[src/rtl/silife_max7219_pkg.sv]
// Shared definitions for the MAX7219 receiver slice.
//   - Register addresses as seen in bits [11:8] of a 16-bit frame
//   - Code-B seven-segment patterns, bit order {A,B,C,D,E,F,G} = D6..D0
//   - Receiver FSM state type
package silife_max7219_pkg;

  localparam logic [3:0] REG_NOOP       = 4'h0;
  localparam logic [3:0] REG_DIGIT0     = 4'h1;
  localparam logic [3:0] REG_DIGIT7     = 4'h8;
  localparam logic [3:0] REG_DECODE     = 4'h9;
  localparam logic [3:0] REG_INTENSITY  = 4'hA;
  localparam logic [3:0] REG_SCAN_LIMIT = 4'hB;
  localparam logic [3:0] REG_SHUTDOWN   = 4'hC;
  localparam logic [3:0] REG_TEST       = 4'hF;

  localparam int unsigned FRAME_BITS = 16;
  localparam logic [4:0]  FRAME_FULL = 5'd16;

  localparam logic [6:0] SEG_0     = 7'h7E;
  localparam logic [6:0] SEG_1     = 7'h30;
  localparam logic [6:0] SEG_2     = 7'h6D;
  localparam logic [6:0] SEG_3     = 7'h79;
  localparam logic [6:0] SEG_4     = 7'h33;
  localparam logic [6:0] SEG_5     = 7'h5B;
  localparam logic [6:0] SEG_6     = 7'h5F;
  localparam logic [6:0] SEG_7     = 7'h70;
  localparam logic [6:0] SEG_8     = 7'h7F;
  localparam logic [6:0] SEG_9     = 7'h7B;
  localparam logic [6:0] SEG_DASH  = 7'h01;
  localparam logic [6:0] SEG_E     = 7'h4F;
  localparam logic [6:0] SEG_H     = 7'h37;
  localparam logic [6:0] SEG_L     = 7'h0E;
  localparam logic [6:0] SEG_P     = 7'h67;
  localparam logic [6:0] SEG_BLANK = 7'h00;

  typedef enum logic {
    ST_IDLE,
    ST_SHIFT
  } sink_state_t;

endpackage

[src/rtl/silife_max7219_codeb.sv]
// Combinational MAX7219 code-B decoder.
//   i_digit [7:0] : raw digit register; [3:0] selects the glyph, [7] is the
//                   decimal point, [6:4] are ignored
//   o_seg   [7:0] : {DP, A, B, C, D, E, F, G}
module silife_max7219_codeb
  import silife_max7219_pkg::*;
(
  input  logic [7:0] i_digit,
  output logic [7:0] o_seg
);

  logic [6:0] seg;

  always_comb begin
    seg = SEG_BLANK;
    case (i_digit[3:0])
      4'h0: seg = SEG_0;
      4'h1: seg = SEG_1;
      4'h2: seg = SEG_2;
      4'h3: seg = SEG_3;
      4'h4: seg = SEG_4;
      4'h5: seg = SEG_5;
      4'h6: seg = SEG_6;
      4'h7: seg = SEG_7;
      4'h8: seg = SEG_8;
      4'h9: seg = SEG_9;
      4'hA: seg = SEG_DASH;
      4'hB: seg = SEG_E;
      4'hC: seg = SEG_H;
      4'hD: seg = SEG_L;
      4'hE: seg = SEG_P;
      default: seg = SEG_BLANK;
    endcase
  end

  assign o_seg = {i_digit[7], seg};

endmodule

[src/rtl/silife_max7219_sink.sv]
// MAX7219-compatible SPI receiver (slave end of the matrix-display link).
//   clk, reset        : system clock, asynchronous active-low reset
//   i_cs/i_sck/i_mosi : LOAD, serial clock, serial data (MSB first)
//   o_dout            : chain output, shift-register bit 15 on SCK falling edge
//   i_row_addr        : digit row to read; o_row_data follows one cycle later
//   o_intensity, o_scan_limit, o_enabled, o_test : control registers
//   o_load / o_word   : accepted-frame strobe and the frame itself
//   o_frame_err       : strobe when LOAD arrives with fewer than 16 bits
module silife_max7219_sink
  import silife_max7219_pkg::*;
#(
  parameter int unsigned SYNC_STAGES = 2
) (
  input  logic        clk,
  input  logic        reset,
  input  logic        i_cs,
  input  logic        i_sck,
  input  logic        i_mosi,
  output logic        o_dout,
  input  logic [2:0]  i_row_addr,
  output logic [7:0]  o_row_data,
  output logic [3:0]  o_intensity,
  output logic [2:0]  o_scan_limit,
  output logic        o_enabled,
  output logic        o_test,
  output logic        o_load,
  output logic [15:0] o_word,
  output logic        o_frame_err
);

  logic cs_s, sck_s, mosi_s;

  // All three inputs see the same depth so SCK/MOSI/CS ordering is preserved.
  generate
    if (SYNC_STAGES == 0) begin : g_direct
      assign cs_s   = i_cs;
      assign sck_s  = i_sck;
      assign mosi_s = i_mosi;
    end else begin : g_sync
      logic [SYNC_STAGES-1:0] cs_ff, sck_ff, mosi_ff;
      always_ff @(posedge clk or negedge reset) begin
        if (!reset) begin
          cs_ff   <= '1;
          sck_ff  <= '0;
          mosi_ff <= '0;
        end else begin
          cs_ff[0]   <= i_cs;
          sck_ff[0]  <= i_sck;
          mosi_ff[0] <= i_mosi;
          for (int unsigned i = 1; i < SYNC_STAGES; i++) begin
            cs_ff[i]   <= cs_ff[i-1];
            sck_ff[i]  <= sck_ff[i-1];
            mosi_ff[i] <= mosi_ff[i-1];
          end
        end
      end
      assign cs_s   = cs_ff[SYNC_STAGES-1];
      assign sck_s  = sck_ff[SYNC_STAGES-1];
      assign mosi_s = mosi_ff[SYNC_STAGES-1];
    end
  endgenerate

  logic cs_d, sck_d;
  logic cs_rise, cs_fall, sck_rise, sck_fall;

  assign cs_rise  = cs_s  & ~cs_d;
  assign cs_fall  = ~cs_s & cs_d;
  assign sck_rise = sck_s & ~sck_d;
  assign sck_fall = ~sck_s & sck_d;

  sink_state_t state, state_nx;
  logic [15:0] shreg, shreg_nx;
  logic [4:0]  bit_cnt, cnt_nx;
  logic        dout_nx, do_latch, do_err;

  // A same-cycle SCK rise is folded into shreg_nx/cnt_nx before the LOAD
  // decision, so the last bit of a frame still counts.
  always_comb begin
    state_nx = state;
    shreg_nx = shreg;
    cnt_nx   = bit_cnt;
    dout_nx  = o_dout;
    do_latch = 1'b0;
    do_err   = 1'b0;
    case (state)
      ST_IDLE: begin
        if (cs_fall) begin
          state_nx = ST_SHIFT;
          cnt_nx   = '0;
        end
      end
      ST_SHIFT: begin
        if (sck_rise) begin
          shreg_nx = {shreg[FRAME_BITS-2:0], mosi_s};
          if (bit_cnt != FRAME_FULL) cnt_nx = bit_cnt + 5'd1;
        end
        if (sck_fall) dout_nx = shreg[FRAME_BITS-1];
        if (cs_rise) begin
          state_nx = ST_IDLE;
          if (cnt_nx == FRAME_FULL) do_latch = 1'b1;
          else                      do_err   = 1'b1;
        end
      end
      default: state_nx = ST_IDLE;
    endcase
  end

  always_ff @(posedge clk or negedge reset) begin
    if (!reset) state <= ST_IDLE;
    else        state <= state_nx;
  end

  logic [7:0] digits [8];
  logic [7:0] decode_reg;
  logic [3:0] latch_addr;

  assign latch_addr = shreg_nx[11:8];

  always_ff @(posedge clk or negedge reset) begin
    if (!reset) begin
      cs_d         <= 1'b1;
      sck_d        <= 1'b0;
      shreg        <= '0;
      bit_cnt      <= '0;
      o_dout       <= 1'b0;
      o_load       <= 1'b0;
      o_frame_err  <= 1'b0;
      o_word       <= '0;
      digits       <= '{default: '0};
      decode_reg   <= '0;
      o_intensity  <= '0;
      o_scan_limit <= '0;
      o_enabled    <= 1'b0;
      o_test       <= 1'b0;
    end else begin
      cs_d        <= cs_s;
      sck_d       <= sck_s;
      shreg       <= shreg_nx;
      bit_cnt     <= cnt_nx;
      o_dout      <= dout_nx;
      o_load      <= do_latch;
      o_frame_err <= do_err;
      if (do_latch) begin
        o_word <= shreg_nx;
        if (latch_addr >= REG_DIGIT0 && latch_addr <= REG_DIGIT7)
          digits[3'(latch_addr - REG_DIGIT0)] <= shreg_nx[7:0];
        case (latch_addr)
          REG_DECODE:     decode_reg   <= shreg_nx[7:0];
          REG_INTENSITY:  o_intensity  <= shreg_nx[3:0];
          REG_SCAN_LIMIT: o_scan_limit <= shreg_nx[2:0];
          REG_SHUTDOWN:   o_enabled    <= shreg_nx[0];
          REG_TEST:       o_test       <= shreg_nx[0];
          default: ;
        endcase
      end
    end
  end

  logic [7:0] row_digit, row_codeb, row_nx;

  assign row_digit = digits[i_row_addr];

  silife_max7219_codeb u_codeb (
    .i_digit (row_digit),
    .o_seg   (row_codeb)
  );

  always_comb begin
    row_nx = '0;
    if (o_test)                         row_nx = '1;
    else if (!o_enabled)                row_nx = '0;
    else if (i_row_addr > o_scan_limit) row_nx = '0;
    else if (decode_reg[i_row_addr])    row_nx = row_codeb;
    else                                row_nx = row_digit;
  end

  always_ff @(posedge clk or negedge reset) begin
    if (!reset) o_row_data <= '0;
    else        o_row_data <= row_nx;
  end

endmodule

[config.mk]
export PLATFORM = sky130hd
export DESIGN_NAME = silife_max7219_sink
export DESIGN_NICKNAME = d
export VERILOG_FILES = /design/src/rtl/silife_max7219_pkg.sv /design/src/rtl/silife_max7219_codeb.sv /design/src/rtl/silife_max7219_sink.sv
export SDC_FILE = /design/constraint.sdc
export NUM_CORES = 1
export LEC_CHECK = 0
export CORE_MARGIN = 3
export CORE_UTILIZATION = 30
export DETAILED_ROUTE_END_ITERATION = 16
export PLACE_DENSITY = 0.56
export SYNTH_ARGS = -nofsm -noshare
export SYNTH_HDL_FRONTEND = slang
export SYNTH_SLANG_ARGS = --single-unit
[constraint.sdc]
create_clock -name clk -period 4.1 [get_ports clk]
set_input_delay 0.615 -clock clk [delete_from_list [all_inputs] [get_ports clk]]
set_output_delay 0.615 -clock clk [all_outputs]
set_load 0.05 [all_outputs]
==> results.yml <==
status:
  outcome: "finished clean"
die:
  row_count: 52
  die_area_um2: 23100
  die_x_um: 152
  pin_count: 44
  fp.dieH_um: 152
  core_area_um2: 20600
  initial_core_util: 0.310
yosys:
  synth-async-reset-ratio: 1.00
  synth_enable_flop_cells: 0
  netlist_instances: 499
  synth_cell_types: 51
  synth_seq_area_share: 0.540
  syn_avg_cell_area_um2: 12.8
  yosysWarnings: 0
  synth_top_flop_cell: "dfrtp_1"
  syn_nets: 523
  ys_ff_latch: 138
  netlist_area_um2: 6400
drt:
  via_count: 4095
  drc: 0
  routed_wl_mm: 14.2
  first_pass_iters: 4
  wl_per_cell_um: 17.0
  drt_iter0_drc: 214
  postRouteAntennaNets: 0
  vias_per_cell: 4.90
critical_path:
  cp_max_fo: 8
  crit_path_start_kind: "register"
  crit_chain: "nand3b_1, mux2i_1, ha_1, or3_1, or4_1, mux2_2"
  endpoint_kind: "register"
  critical_path_class: "register to register"
  arrival_ps: 3730
  critPathRequiredTime_ps: 4400
  slowest_delay_ps: 680
  slowest_stage: "or4_1"
finish:
  nets: 577
  final_cell_mix: "135 x dfrtp_1, 92 x mux2_2, 81 x nand2_1"
  largestRegisters: "digits x64, o_word x16, shreg x16"
  largest_reg_flops: 64
  syn_to_final_growth_pct: 22.4
  register_area_um2: 3460
  drive_above_1_share: 0.314
  multi_input_comb_area_um2: 2770
  fillers: 1914
  antennaDiodeCount: 0
  layout_commonest_cell: "dfrtp_1"
  registers.top_by_ff_count: "digits"
  fin_util: 0.380
clock_network:
  post-cts-setup-buffers: 0
  clockBufferDepth: 2
  numCtsBuffers: 17
  clock-sinks: 138
  cts_resized: 0
  h-tree-depth: 4
  clk_latency_ps: 410
  clkTransAtPathRegs_ps: 60
  cts-root-buf: "clkbuf_16"
  cts_tree: "yes"
  postCtsHoldBufs: 0
sta:
  setup_viol: 0
  tns_ps: 0
  hold_slack_ps: 347
  max_freq_ghz: 0.292
  slew_headroom: 0.281
  fin_crit_sh: 0.836
  slew_violations: 0
  tightest_slew_ps: 1080
  rsz0062_at_grt: "no"
  period_needed_ps: 3430
  worst_slack_ps: 671
  skew_ps: 5.42
  hold_violations: 0
global_routing:
  grt_remaining_overflow: 0
  grt_pass1_vias: 4204
  grt_pass1_wl_mm: 23.6
  grt_antenna_before_repair: 0
  grt_usage: 0.128
  grt_max_degree: 121
power_and_ir_drop:
  p_comb_frac: 0.089
  p_switching_mw: 0.830
  seqPwrFrac: 0.427
  clockPowerShare: 0.485
  leakagePower_nw: 3.77
  power_density_nw_per_um2: 431
  p_sw_frac: 0.246
  p_int_mw: 2.55
  ir_drop_mv: 0.212
hold_path:
  hp-class: "input pin to async pin"
place:
  place_hpwl_mm: 9.58
  port_buffers: 43
  place_congestion: 0.890
  post-place-ws_ps: 470
job:
  cap_violations: 0
per-layer routing:
metal	part of all wire	vias up	routed length [um]	track usage
li1	-	1878	-	-
met1	0.48	2105	6870	0.179
met2	0.46	93	6470	0.195
met3	0.043	19	614	0.0301
met4	0.015	0	213	0.0462
met5	0	-	0	0
metrics by stage:
stage | cell area, um2 | instances | total power [mW]
floorplan | 6400 | 499 | 1.64
detailed placement | 7200 | 804 | 1.77
global route | 7840 | 836 | 3.52
finish | 7840 | 836 | 3.38
global placement | 7200 | 804 | 1.76
CTS | 7840 | 836 | 3.42
final timing paths:
kind                                                 start                         end  slack [ps]  cells past startpoint
max in group asynchronous                            reset     o_row_data[2]$_DFF_PN0_        2860                      2
min in group clk                g_sync.sck_ff[0]$_DFF_PN0_  g_sync.sck_ff[1]$_DFF_PN0_         350                      0
worst max-delay path                       state$_DFF_PN0_      digits[58]$_DFFE_PN0P_         670                      6
worst min register to register  g_sync.sck_ff[0]$_DFF_PN0_  g_sync.sck_ff[1]$_DFF_PN0_         350                      0
worst min-delay path                                 reset      o_word[14]$_DFFE_PN0P_         350                      1
worst max register to register             state$_DFF_PN0_      digits[58]$_DFFE_PN0P_         670                      6
power groups by stage:
stage	clock, mW	combinational [mW]	sequential (mW)
CTS	1.67	0.305	1.44
global placement	0	0.299	1.46
detailed placement	0	0.305	1.46
floorplan	0	0.153	1.49
finish	1.64	0.299	1.44
global route	1.74	0.333	1.45
worst max-delay path, delay by kind of cell, from the launching register on:
family / cells / cell delay [ps]
flops: 1 / 470
fa+ha+maj: 1 / 430
simple gates: 3 / 1430
mux: 2 / 980
area by class of cell:
cell class | instances | share of cell area
repair buffers | 63 | 0.0743
clock buffers | 20 | 0.0596
multi-input cells | 318 | 0.353
inverters | 15 | 0.00719
well taps | 270 | 0.0431
clock inverters | 12 | 0.0217
flip-flops and latches | 138 | 0.441
cells in the mapped netlist, types with 4 or more instances:
library cell	n	share of area
clkbuf_1	20	0.012
nand3b_1	4	0.0047
mux2_2	92	0.16
ha_1	16	0.031
mux2i_1	12	0.019
o21ai_0	11	0.0086
mux4_2	18	0.063
o211ai_1	5	0.0059
a21oi_1	5	0.0039
nand3_1	10	0.0078
dfrtp_1	135	0.53
inv_1	14	0.0082
nor2b_1	6	0.0059
nor2_1	12	0.0070
nand2_1	81	0.048
o31ai_1	4	0.0047
cell families after synthesis:
group,after synthesis,synth area share
compound gates,41,0.0454
mux,124,0.250
fa+ha+maj,16,0.0313
xor+xnor,3,0.00411
simple gates,134,0.100
buf+inv,43,0.0287
flops,138,0.540
Power figures use the tool's default switching activity.
